`src/rtl/board_monitor_pkg.sv`:
```
// +--------------------------------------------------------------------+
// | board_monitor_pkg : LED mode / scanner state encodings, clog2.     |
// | Rev 1.0                                                            |
// +--------------------------------------------------------------------+
`default_nettype none

package board_monitor_pkg;

  typedef enum logic [1:0] {
    LM_HEART = 2'd0,
    LM_CHG   = 2'd1,
    LM_RST   = 2'd2,
    LM_OFF   = 2'd3
  } led_mode_e;

  typedef enum logic [1:0] {
    ST_IDLE = 2'd0,
    ST_SCAN = 2'd1,
    ST_DONE = 2'd2
  } scan_state_e;

  function automatic int clog2(input int n);
    int r;
    r = 0;
    for (int i = 0; i < 31; i++) begin
      if ((1 << i) < n) r = i + 1;
    end
    return r;
  endfunction

endpackage

`default_nettype wire

```
`src/rtl/rst_sync.sv`:
```
// +--------------------------------------------------------------------+
// | rst_sync : lock-qualified reset, async assert / sync deassert.     |
// | Rev 1.0                                                            |
// +--------------------------------------------------------------------+
`default_nettype none

module rst_sync #(
  parameter int C_RST_STAGES = 3
) (
  input  logic CK_i,
  input  logic XARST_i,
  input  logic LOCK_i,
  output logic XRST_o
);

  logic                    arst_n;
  logic [C_RST_STAGES-1:0] sync_q;

  // Losing PLL lock is treated exactly like the board reset pin.
  assign arst_n = XARST_i & LOCK_i;

  always_ff @(posedge CK_i or negedge arst_n) begin
    if (!arst_n) sync_q <= '0;
    else         sync_q <= {sync_q[C_RST_STAGES-2:0], 1'b1};
  end

  assign XRST_o = sync_q[C_RST_STAGES-1];

endmodule

`default_nettype wire

```
`src/rtl/board_monitor.sv`:
```
// +--------------------------------------------------------------------+
// | board_monitor : reset sync, heartbeat, register-bank checksum      |
// | scanner with change stretch, and mode-selectable LED driver.       |
// | Rev 1.0                                                            |
// +--------------------------------------------------------------------+
`default_nettype none

module board_monitor
  import board_monitor_pkg::*;
#(
  parameter int C_F_CK       = 48_000_000,
  parameter int C_BLINK_HZ   = 1,
  parameter int C_RST_STAGES = 3,
  parameter int C_REG_BYTES  = 128,
  parameter int C_STRETCH    = 4_800_000,
  parameter int C_LED_N      = 3
) (
  input  logic                     CK_i,
  input  logic                     XARST_i,
  input  logic                     LOCK_i,
  output logic                     XRST_o,
  input  logic                     SCAN_EN_i,
  input  logic [8*C_REG_BYTES-1:0] REGss_i,
  output logic                     HEART_o,
  output logic [7:0]               SUM_o,
  output logic                     SUM_VLD_o,
  output logic                     SUM_CHG_o,
  input  logic [2*C_LED_N-1:0]     LED_MODEs_i,
  output logic [C_LED_N-1:0]       zLEDs_o
);

  localparam int HALF  = C_F_CK / (2 * C_BLINK_HZ);
  localparam int HB_W  = clog2(HALF + 1);
  localparam int ST_W  = clog2(C_STRETCH + 1);
  localparam int IDX_W = clog2(C_REG_BYTES);
  localparam logic [HB_W-1:0]  HB_RELOAD = HB_W'(HALF - 1);
  localparam logic [ST_W-1:0]  ST_RELOAD = ST_W'(C_STRETCH - 1);
  localparam logic [IDX_W-1:0] IDX_LAST  = IDX_W'(C_REG_BYTES - 1);

  scan_state_e      state_q, state_d;
  logic [IDX_W-1:0] idx_q, idx_d;
  logic [7:0]       acc_q, acc_d;
  logic [7:0]       sum_q, sum_d;
  logic             vld_q, vld_d;
  logic             chg_q, chg_d;
  logic             first_q, first_d;
  logic [HB_W-1:0]  hb_cnt_q, hb_cnt_d;
  logic             heart_q, heart_d;
  logic [ST_W-1:0]  st_cnt_q, st_cnt_d;
  logic [C_LED_N-1:0] led_q;
  logic [C_LED_N-1:0] w_led_src;
  logic             w_chg_ind;
  logic [7:0]       w_bytes [C_REG_BYTES];

  rst_sync #(
    .C_RST_STAGES (C_RST_STAGES)
  ) u_rst_sync (
    .CK_i    (CK_i),
    .XARST_i (XARST_i),
    .LOCK_i  (LOCK_i),
    .XRST_o  (XRST_o)
  );

  for (genvar k = 0; k < C_REG_BYTES; k++) begin : g_bytes
    assign w_bytes[k] = REGss_i[8*k +: 8];
  end

  always_comb begin
    state_d  = state_q;
    idx_d    = idx_q;
    acc_d    = acc_q;
    sum_d    = sum_q;
    vld_d    = 1'b0;
    chg_d    = 1'b0;
    first_d  = first_q;
    hb_cnt_d = hb_cnt_q - 1'b1;
    heart_d  = heart_q;
    st_cnt_d = st_cnt_q;

    if (hb_cnt_q == '0) begin
      hb_cnt_d = HB_RELOAD;
      heart_d  = ~heart_q;
    end

    case (state_q)
      ST_IDLE: begin
        if (SCAN_EN_i) begin
          state_d = ST_SCAN;
          idx_d   = '0;
          acc_d   = '0;
        end
      end
      ST_SCAN: begin
        acc_d = acc_q + w_bytes[idx_q];
        idx_d = idx_q + 1'b1;
        if (idx_q == IDX_LAST) state_d = ST_DONE;
      end
      ST_DONE: begin
        sum_d   = acc_q;
        vld_d   = 1'b1;
        chg_d   = (acc_q != sum_q) && !first_q;
        first_d = 1'b0;
        idx_d   = '0;
        acc_d   = '0;
        state_d = SCAN_EN_i ? ST_SCAN : ST_IDLE;
      end
      default: state_d = ST_IDLE;
    endcase

    if (chg_q)                st_cnt_d = ST_RELOAD;
    else if (st_cnt_q != '0)  st_cnt_d = st_cnt_q - 1'b1;

    // Held synchronously while the synchronised reset is low.
    if (!XRST_o) begin
      state_d  = ST_IDLE;
      idx_d    = '0;
      acc_d    = '0;
      sum_d    = '0;
      first_d  = 1'b1;
      hb_cnt_d = HB_RELOAD;
      heart_d  = 1'b0;
      st_cnt_d = '0;
    end
  end

  always_ff @(posedge CK_i or negedge XARST_i) begin
    if (!XARST_i) begin
      state_q  <= ST_IDLE;
      idx_q    <= '0;
      acc_q    <= '0;
      sum_q    <= '0;
      vld_q    <= 1'b0;
      chg_q    <= 1'b0;
      first_q  <= 1'b1;
      hb_cnt_q <= HB_RELOAD;
      heart_q  <= 1'b0;
      st_cnt_q <= '0;
    end else begin
      state_q  <= state_d;
      idx_q    <= idx_d;
      acc_q    <= acc_d;
      sum_q    <= sum_d;
      vld_q    <= vld_d;
      chg_q    <= chg_d;
      first_q  <= first_d;
      hb_cnt_q <= hb_cnt_d;
      heart_q  <= heart_d;
      st_cnt_q <= st_cnt_d;
    end
  end

  assign w_chg_ind = (st_cnt_q != '0) | chg_q;

  // Mode 2 lights while reset is asserted, hence the inverted XRST_o source.
  always_comb begin
    w_led_src = '0;
    for (int i = 0; i < C_LED_N; i++) begin
      case (LED_MODEs_i[2*i +: 2])
        LM_HEART: w_led_src[i] = heart_q;
        LM_CHG:   w_led_src[i] = w_chg_ind;
        LM_RST:   w_led_src[i] = ~XRST_o;
        LM_OFF:   w_led_src[i] = 1'b0;
      endcase
    end
  end

  // Unreset on purpose: every source already sits at its reset value, so
  // one edge under reset settles the LEDs, including mode-dependent ones.
  always_ff @(posedge CK_i) begin
    led_q <= ~w_led_src;
  end

  assign HEART_o   = heart_q;
  assign SUM_o     = sum_q;
  assign SUM_VLD_o = vld_q;
  assign SUM_CHG_o = chg_q;
  assign zLEDs_o   = led_q;

endmodule

`default_nettype wire
```
`config.mk`:
```
export PLATFORM = sky130hd
export DESIGN_NAME = board_monitor
export DESIGN_NICKNAME = d
export VERILOG_FILES = /design/src/rtl/board_monitor_pkg.sv /design/src/rtl/rst_sync.sv /design/src/rtl/board_monitor.sv
export SDC_FILE = /design/constraint.sdc
export NUM_CORES = 1
export LEC_CHECK = 0
export ABC_AREA = 1
export CAP_MARGIN = 5
export CORE_AREA = 2 2 405 407
export CTS_CLUSTER_SIZE = 10
export DETAILED_ROUTE_END_ITERATION = 8
export DIE_AREA = 0 0 407 409
export GPL_TIMING_DRIVEN = 0
export PLACE_DENSITY = 0.3
export SYNTH_ARGS = -nofsm -noshare
export SYNTH_HDL_FRONTEND = slang
export SYNTH_SLANG_ARGS = --single-unit
export TNS_END_PERCENT = 100
```
`constraint.sdc`:
```
create_clock -name CK_i -period 4.98 [get_ports CK_i]
set_input_delay 0.747 -clock CK_i [delete_from_list [all_inputs] [get_ports CK_i]]
set_output_delay 0.747 -clock CK_i [all_outputs]
set_load 0.05 [all_outputs]
```
# Yosys cells after proc, flatten, opt, wreduce, memory -nomap -nowiden

Cells that the tools add are included.

Bits in registers: 83
Bits of input ports: 1034
Output and inout bits: 15
Logic and storage cells: 82

$add $sub $neg: 4
Order comparisons: 1
Equality and inequality tests: 19
Mux-type cells: 30
Bitwise logic cells: 6
Reductions and logical operators: 10

Operators with widths:

| kind                    | number |
|---|---|
| $mux W23                | 3 |
| $bmux W8 S7             | 1 |
| $mux W25                | 2 |
| $mux W8                 | 6 |
| $logic_not A25 Y1       | 1 |
| $sub A25 B1 Y25 const B | 1 |
| $pmux W8 S3             | 1 |
| $reduce_bool A23 Y1     | 1 |
| $sub A23 B1 Y23 const B | 1 |
| $pmux W7 S3             | 1 |
| $eq A2 B2 Y1 const B    | 7 |
| $mux W7                 | 2 |
| $pmux W1 S4             | 3 |
| $ne A3 B3 Y1 const B    | 3 |
| $add A8 B8 Y8           | 1 |
| $eq A2 B1 Y1 const B    | 4 |
| $ge A8 B8 Y1 const B    | 1 |
| $logic_not A2 Y1        | 4 |
| $ne A8 B8 Y1            | 1 |
| $not A7 Y8              | 1 |
| $add A7 B1 Y7 const B   | 1 |
| $eq A7 B7 Y1 const B    | 1 |
| $mux W1                 | 7 |
| $mux W2                 | 3 |
| 10 further kinds        | 13 |

# Longest topological paths before layout

Word-level depth: 7
Gate-level depth with buffers: 26

# By module

Synthesis repeated with hierarchy kept, for this count alone.

Cell total of the unflattened synthesis: 2574
Area total of the unflattened synthesis: 14088.5 µm²

By module, submodules not included:

| module        | times used | cells an instance | area each (µm²) | seq. area each (µm²) |
|---|---|---|---|---|
| board_monitor | 1          | 2568              | 14002.2         | 2010.7 |
| rst_sync      | 1          | 6                 | 86.3            | 75.1 |

# Worst setup path after synthesis

Ideal clock, no wire load.

Path type: reg2reg
From: register idx_q[0]
To: register acc_q[6]
Arrival: 2904 ps
Slack: 1946 ps
Stages on the path, launching flop included: 24
Path buffers: 4
Cells stage by stage: dfrtp_1 buf_6 buf_6 buf_6 buf_6 nor2_1 o22ai_1 o211ai_1 nand3_1 nand2_1 nand3_1 nor2_1 nor2_1 ha_1 fa_1 nand2_1 nand2_1 a21oi_1 or2_2 nand2_1 a21oi_1 nand2_1 nand2_1 o22ai_1

Word-level cells in the longest chain between the ends: 7

RTL lines:

| what                                       | RTL line             | RTL |
|---|---|---|
| start, declared                            | board_monitor.sv:41  | `logic [IDX_W-1:0] idx_q, idx_d;` |
| start signal, assigned                     | board_monitor.sv:140 | `idx_q <= idx_d;` |
| $not A7 Y8 (not written as such)           | board_monitor.sv:94  | `acc_d = acc_q + w_bytes[idx_q];` |
| $bmux W8 S7                                | board_monitor.sv:94  |  |
| $mux W8 (not written as such) (2 in a row) | board_monitor.sv:94  |  |
| $add A8 B8 Y8                              | board_monitor.sv:94  |  |
| $pmux W8 S3                                | board_monitor.sv:85  | `case (state_q)` |
| $mux W8                                    | board_monitor.sv:114 | `if (!XRST_o) begin` |
| end signal, assigned                       | board_monitor.sv:130 | `acc_q <= '0;` |
| end signal, assigned                       | board_monitor.sv:141 | `acc_q <= acc_d;` |
| end, declared                              | board_monitor.sv:42  | `logic [7:0] acc_q, acc_d;` |

Every way passes these cells. The select of a mux whose other input is x is not followed.
A chain may end at the register's enable or synchronous reset.

# Final worst setup path

From: register idx_q[1]
To: register acc_q[6]

The elaborated chain is that of the path after synthesis.

==> results.yml <==
status:
  status: "finished clean"
setup_path:
  end_kind: "flop"
  path_cells: "buf_4, clkdlybuf4s15_1, o21ai_0, o211ai_1, nand3_1, nand3_1, a21oi_1, nand3_1, nand2_1, inv_1, ha_1, a21oi_1, or2_2, nand2_1, a21oi_1, nand2_1, nand2_1, o22ai_1"
  rr_endpoint: "acc_q[6]$_DFFE_PN0P_"
  critPathSlowestCell: "clkdlybuf4s15_1"
  rr_startpoint: "idx_q[1]$_DFFE_PN0P_"
  crit_path_max_fanout: 10
  cp.arrival_ps: 5050
  startpoint_type: "flop"
  r2r_cells: 18
  r2r_slack_ps: 150
  crit_top_cell: "nand2_1"
  path_class: "flop to flop"
  cp_slowest_stage_delay_ps: 830
  cp.required_ps: 5190
floorplan:
  pin_count: 1049
  die_area_um2: 166000
  dieHeight_um: 409
  core_area_um2: 162000
  row_count: 148
  initial_core_util: 0.0864
  chipWidth_um: 407
layout:
  syn2layout_area_growth_pct: 99.5
  multiInputGateArea_um2: 10300
  drive_gt1_frac: 0.0653
  fill_cells: 18900
  final_util: 0.172
  finalNetCount: 4685
  final-seq-area_um2: 2090
pwr:
  ir_drop_mv: 0.200
  power_density_nw_per_um2: 388
  fin_total_pwr_mw: 10.8
  total_leakage_power_nw: 10.7
clock_tree:
  clock_latency_ps: 350
  cts_buffer_depth: 2
  ctsHtreeMaxLevel: 3
  ctsHoldBuffers: 0
  cts_tree: "yes"
  cts_sinks: 83
  root_buffer: "clkbuf_16"
  path_clk_slew_ps: 60
  numCtsBuffers: 9
synth:
  muxShareOfSynthArea: 0
  synthArstFlopShare: 0.964
  yosysTopAreaCell: "nor2_1"
  synth_xor_area_frac: 0.0113
  ys_top_cells_by_count: "nor2_1 (650), o21ai_0 (476), nand2_1 (389)"
  synth_cell_types: 49
  synthAdderAreaFrac: 0.0113
  synth_cells: 2576
  syn_area_per_cell_um2: 5.44
  netlist.area_leader.share: 0.174
  synth_compound_area_frac: 0.337
  yosysMostFrequentCell: "nor2_1"
  ys_ff_latch: 83
  dominantRegCellSynth: "dfrtp_1"
  synth_top_family_by_area: "simple AND/OR/NAND/NOR gates"
  ys_seq_area_frac: 0.149
  syn_area_um2: 14000
  synth-simple-area-share: 0.371
  yosysWarningCount: 0
  syn-num-nets: 3622
  synth.area.top_cells: "nor2_1 (17%), o21ai_0 (17%), dfrtp_1 (11%)"
  synth_edf_count: 0
timing:
  min_period_ps: 4830
  setup_viol: 0
  fin_tns_setup_ps: 0
  finalMaxSlewViolations: 0
  tightest_slew_ps: 1340
  fmax_ghz: 0.207
  fin_crit_sh: 0.970
  hold_viol: 0
  rsz0062_at_grt: "no"
  relSlewSlack: 0.109
  fin_worst_skew_ps: 5.54
routing:
  vias: 24600
  ant_nets: 0
  drt_iter0_drc: 2387
  routed_wl_um: 220000
  dr.pass1.iters: 5
  via_per_inst: 4.20
  drcViolationCount: 0
  drt-wirelength-per-cell_um: 37.5
placed_design:
  dp_hpwl_um: 185000
  place.gp.congestion: 0.929
  io_buffers: 1048
global_route:
  grt-ovfl-total: 0
  grtUsageTotal: 0.254
  grt_max_degree: 47
  antenna_found_initial: 104
  grt_pass1_wl_um: 272000
  first_global_vias: 25100
hold_path:
  min_path_type: "flop to flop"
  hold-path-cell-count: 0
  hold_path_end: "u_rst_sync.sync_q[2]$_DFF_PN0_"
  min_from: "u_rst_sync.sync_q[1]$_DFF_PN0_"
job:
  cap_violations: 0
## cells by family after synthesis
logic type | Yosys count
AO/OA/AOI/OAI | 835
XOR/XNOR | 18
adder cells (fa/ha/maj) | 12
buffers and inverters | 348
flip-flops | 83
other | 1
AND/OR/NAND/NOR | 1279
## critical path: cells and delay by family, from the launching register on
family                     cells  cell delay (ps)
and+or+nand+nor                8             1390
AOI/OAI and AO/OA              6             1250
buffers and inverters          3             1220
DFF                            1              510
adders and majority gates      1              280
## cells in the final DEF (no fill, tap or decap), drive strengths merged, types with 13 or more instances in the layout
cell / n
o221ai: 28
buf: 138
nor3: 13
nand2: 391
dfstp: 19
clkdlybuf4s50: 1047
dfrtp: 61
diode: 37
clkbuf: 93
o211ai: 82
nand3: 175
nand4: 20
a21oi: 42
inv: 128
o22ai: 132
o21ai: 529
nor2: 656
## worst max-delay path by stage
stage	cells after the start	slack (ps)	startpoint	to
3_3_place_gp	20	-920	idx_q[4]$_DFFE_PN0P_	acc_q[6]$_DFFE_PN0P_
5_1_grt	20	2	idx_q[1]$_DFFE_PN0P_	acc_q[6]$_DFFE_PN0P_
4_1_cts	17	20	idx_q[3]$_DFFE_PN0P_	acc_q[7]$_DFFE_PN0P_
2_1_floorplan	23	1950	idx_q[0]$_DFFE_PN0P_	acc_q[6]$_DFFE_PN0P_
3_5_place_dp	21	-450	idx_q[1]$_DFFE_PN0P_	acc_q[6]$_DFFE_PN0P_
6_report	18	150	idx_q[1]$_DFFE_PN0P_	acc_q[6]$_DFFE_PN0P_
## where the power goes
| part | switching (mW) | internal, mW |
|---|---|---|
| Clock | 0.288 | 0.569 |
| Sequential | 0.0325 | 0.702 |
| Combinational | 6.87 | 2.37 |
## layer usage
| layer | vias up | share of wire | track usage |
|---|---|---|---|
| met2 | 1320 | 0.47 | 0.432 |
| met3 | 208 | 0.082 | 0.0640 |
| met5 | - | 0.0013 | 0 |
| met4 | 44 | 0.023 | 0.0552 |
| met1 | 12000 | 0.42 | 0.319 |
| li1 | 11000 | - | - |
## layout make-up
| type | count | area share |
|---|---|---|
| antenna | 37 | 0.00331 |
| buffer | 214 | 0.0464 |
| clock buffer | 12 | 0.00918 |
| clock inverter | 4 | 0.00430 |
| inverter | 132 | 0.0179 |
| multi-input combinational | 2145 | 0.367 |
| sequential | 83 | 0.0747 |
| tap | 2175 | 0.0974 |
| timing repair buffer | 1054 | 0.379 |
## stage by stage
stage          hold slack (ps)  instances  cell area, µm²  setup WS, ps
4_1_cts                    351       5820           27700          19.0
2_1_floorplan              331       2576           14000          1950
3_5_place_dp               337       5805           27300          -450
3_3_place_gp               332       5799           27200          -922
5_1_grt                    369       5833           27900          1.83
6_report                   348       5856           27900           147
## flip-flops by register name, summed over array words and instances, names as in the netlist
signal             flops
state_q                2
st_cnt_q              23
zLEDs_o                3
first_q                1
SUM_VLD_o              1
acc_q                  8
HEART_o                1
SUM_CHG_o              1
idx_q                  7
SUM_o                  8
hb_cnt_q              25
u_rst_sync.sync_q      3
## timing repair
item | 4_1_cts | 5_1_grt
resized for setup | 17 | 56
pin swaps | 1 | 5
setup buffers | 0 | 0
endpoints found under the setup margin | 5 | 3
No activity file was read; power rests on OpenSTA's default activity.
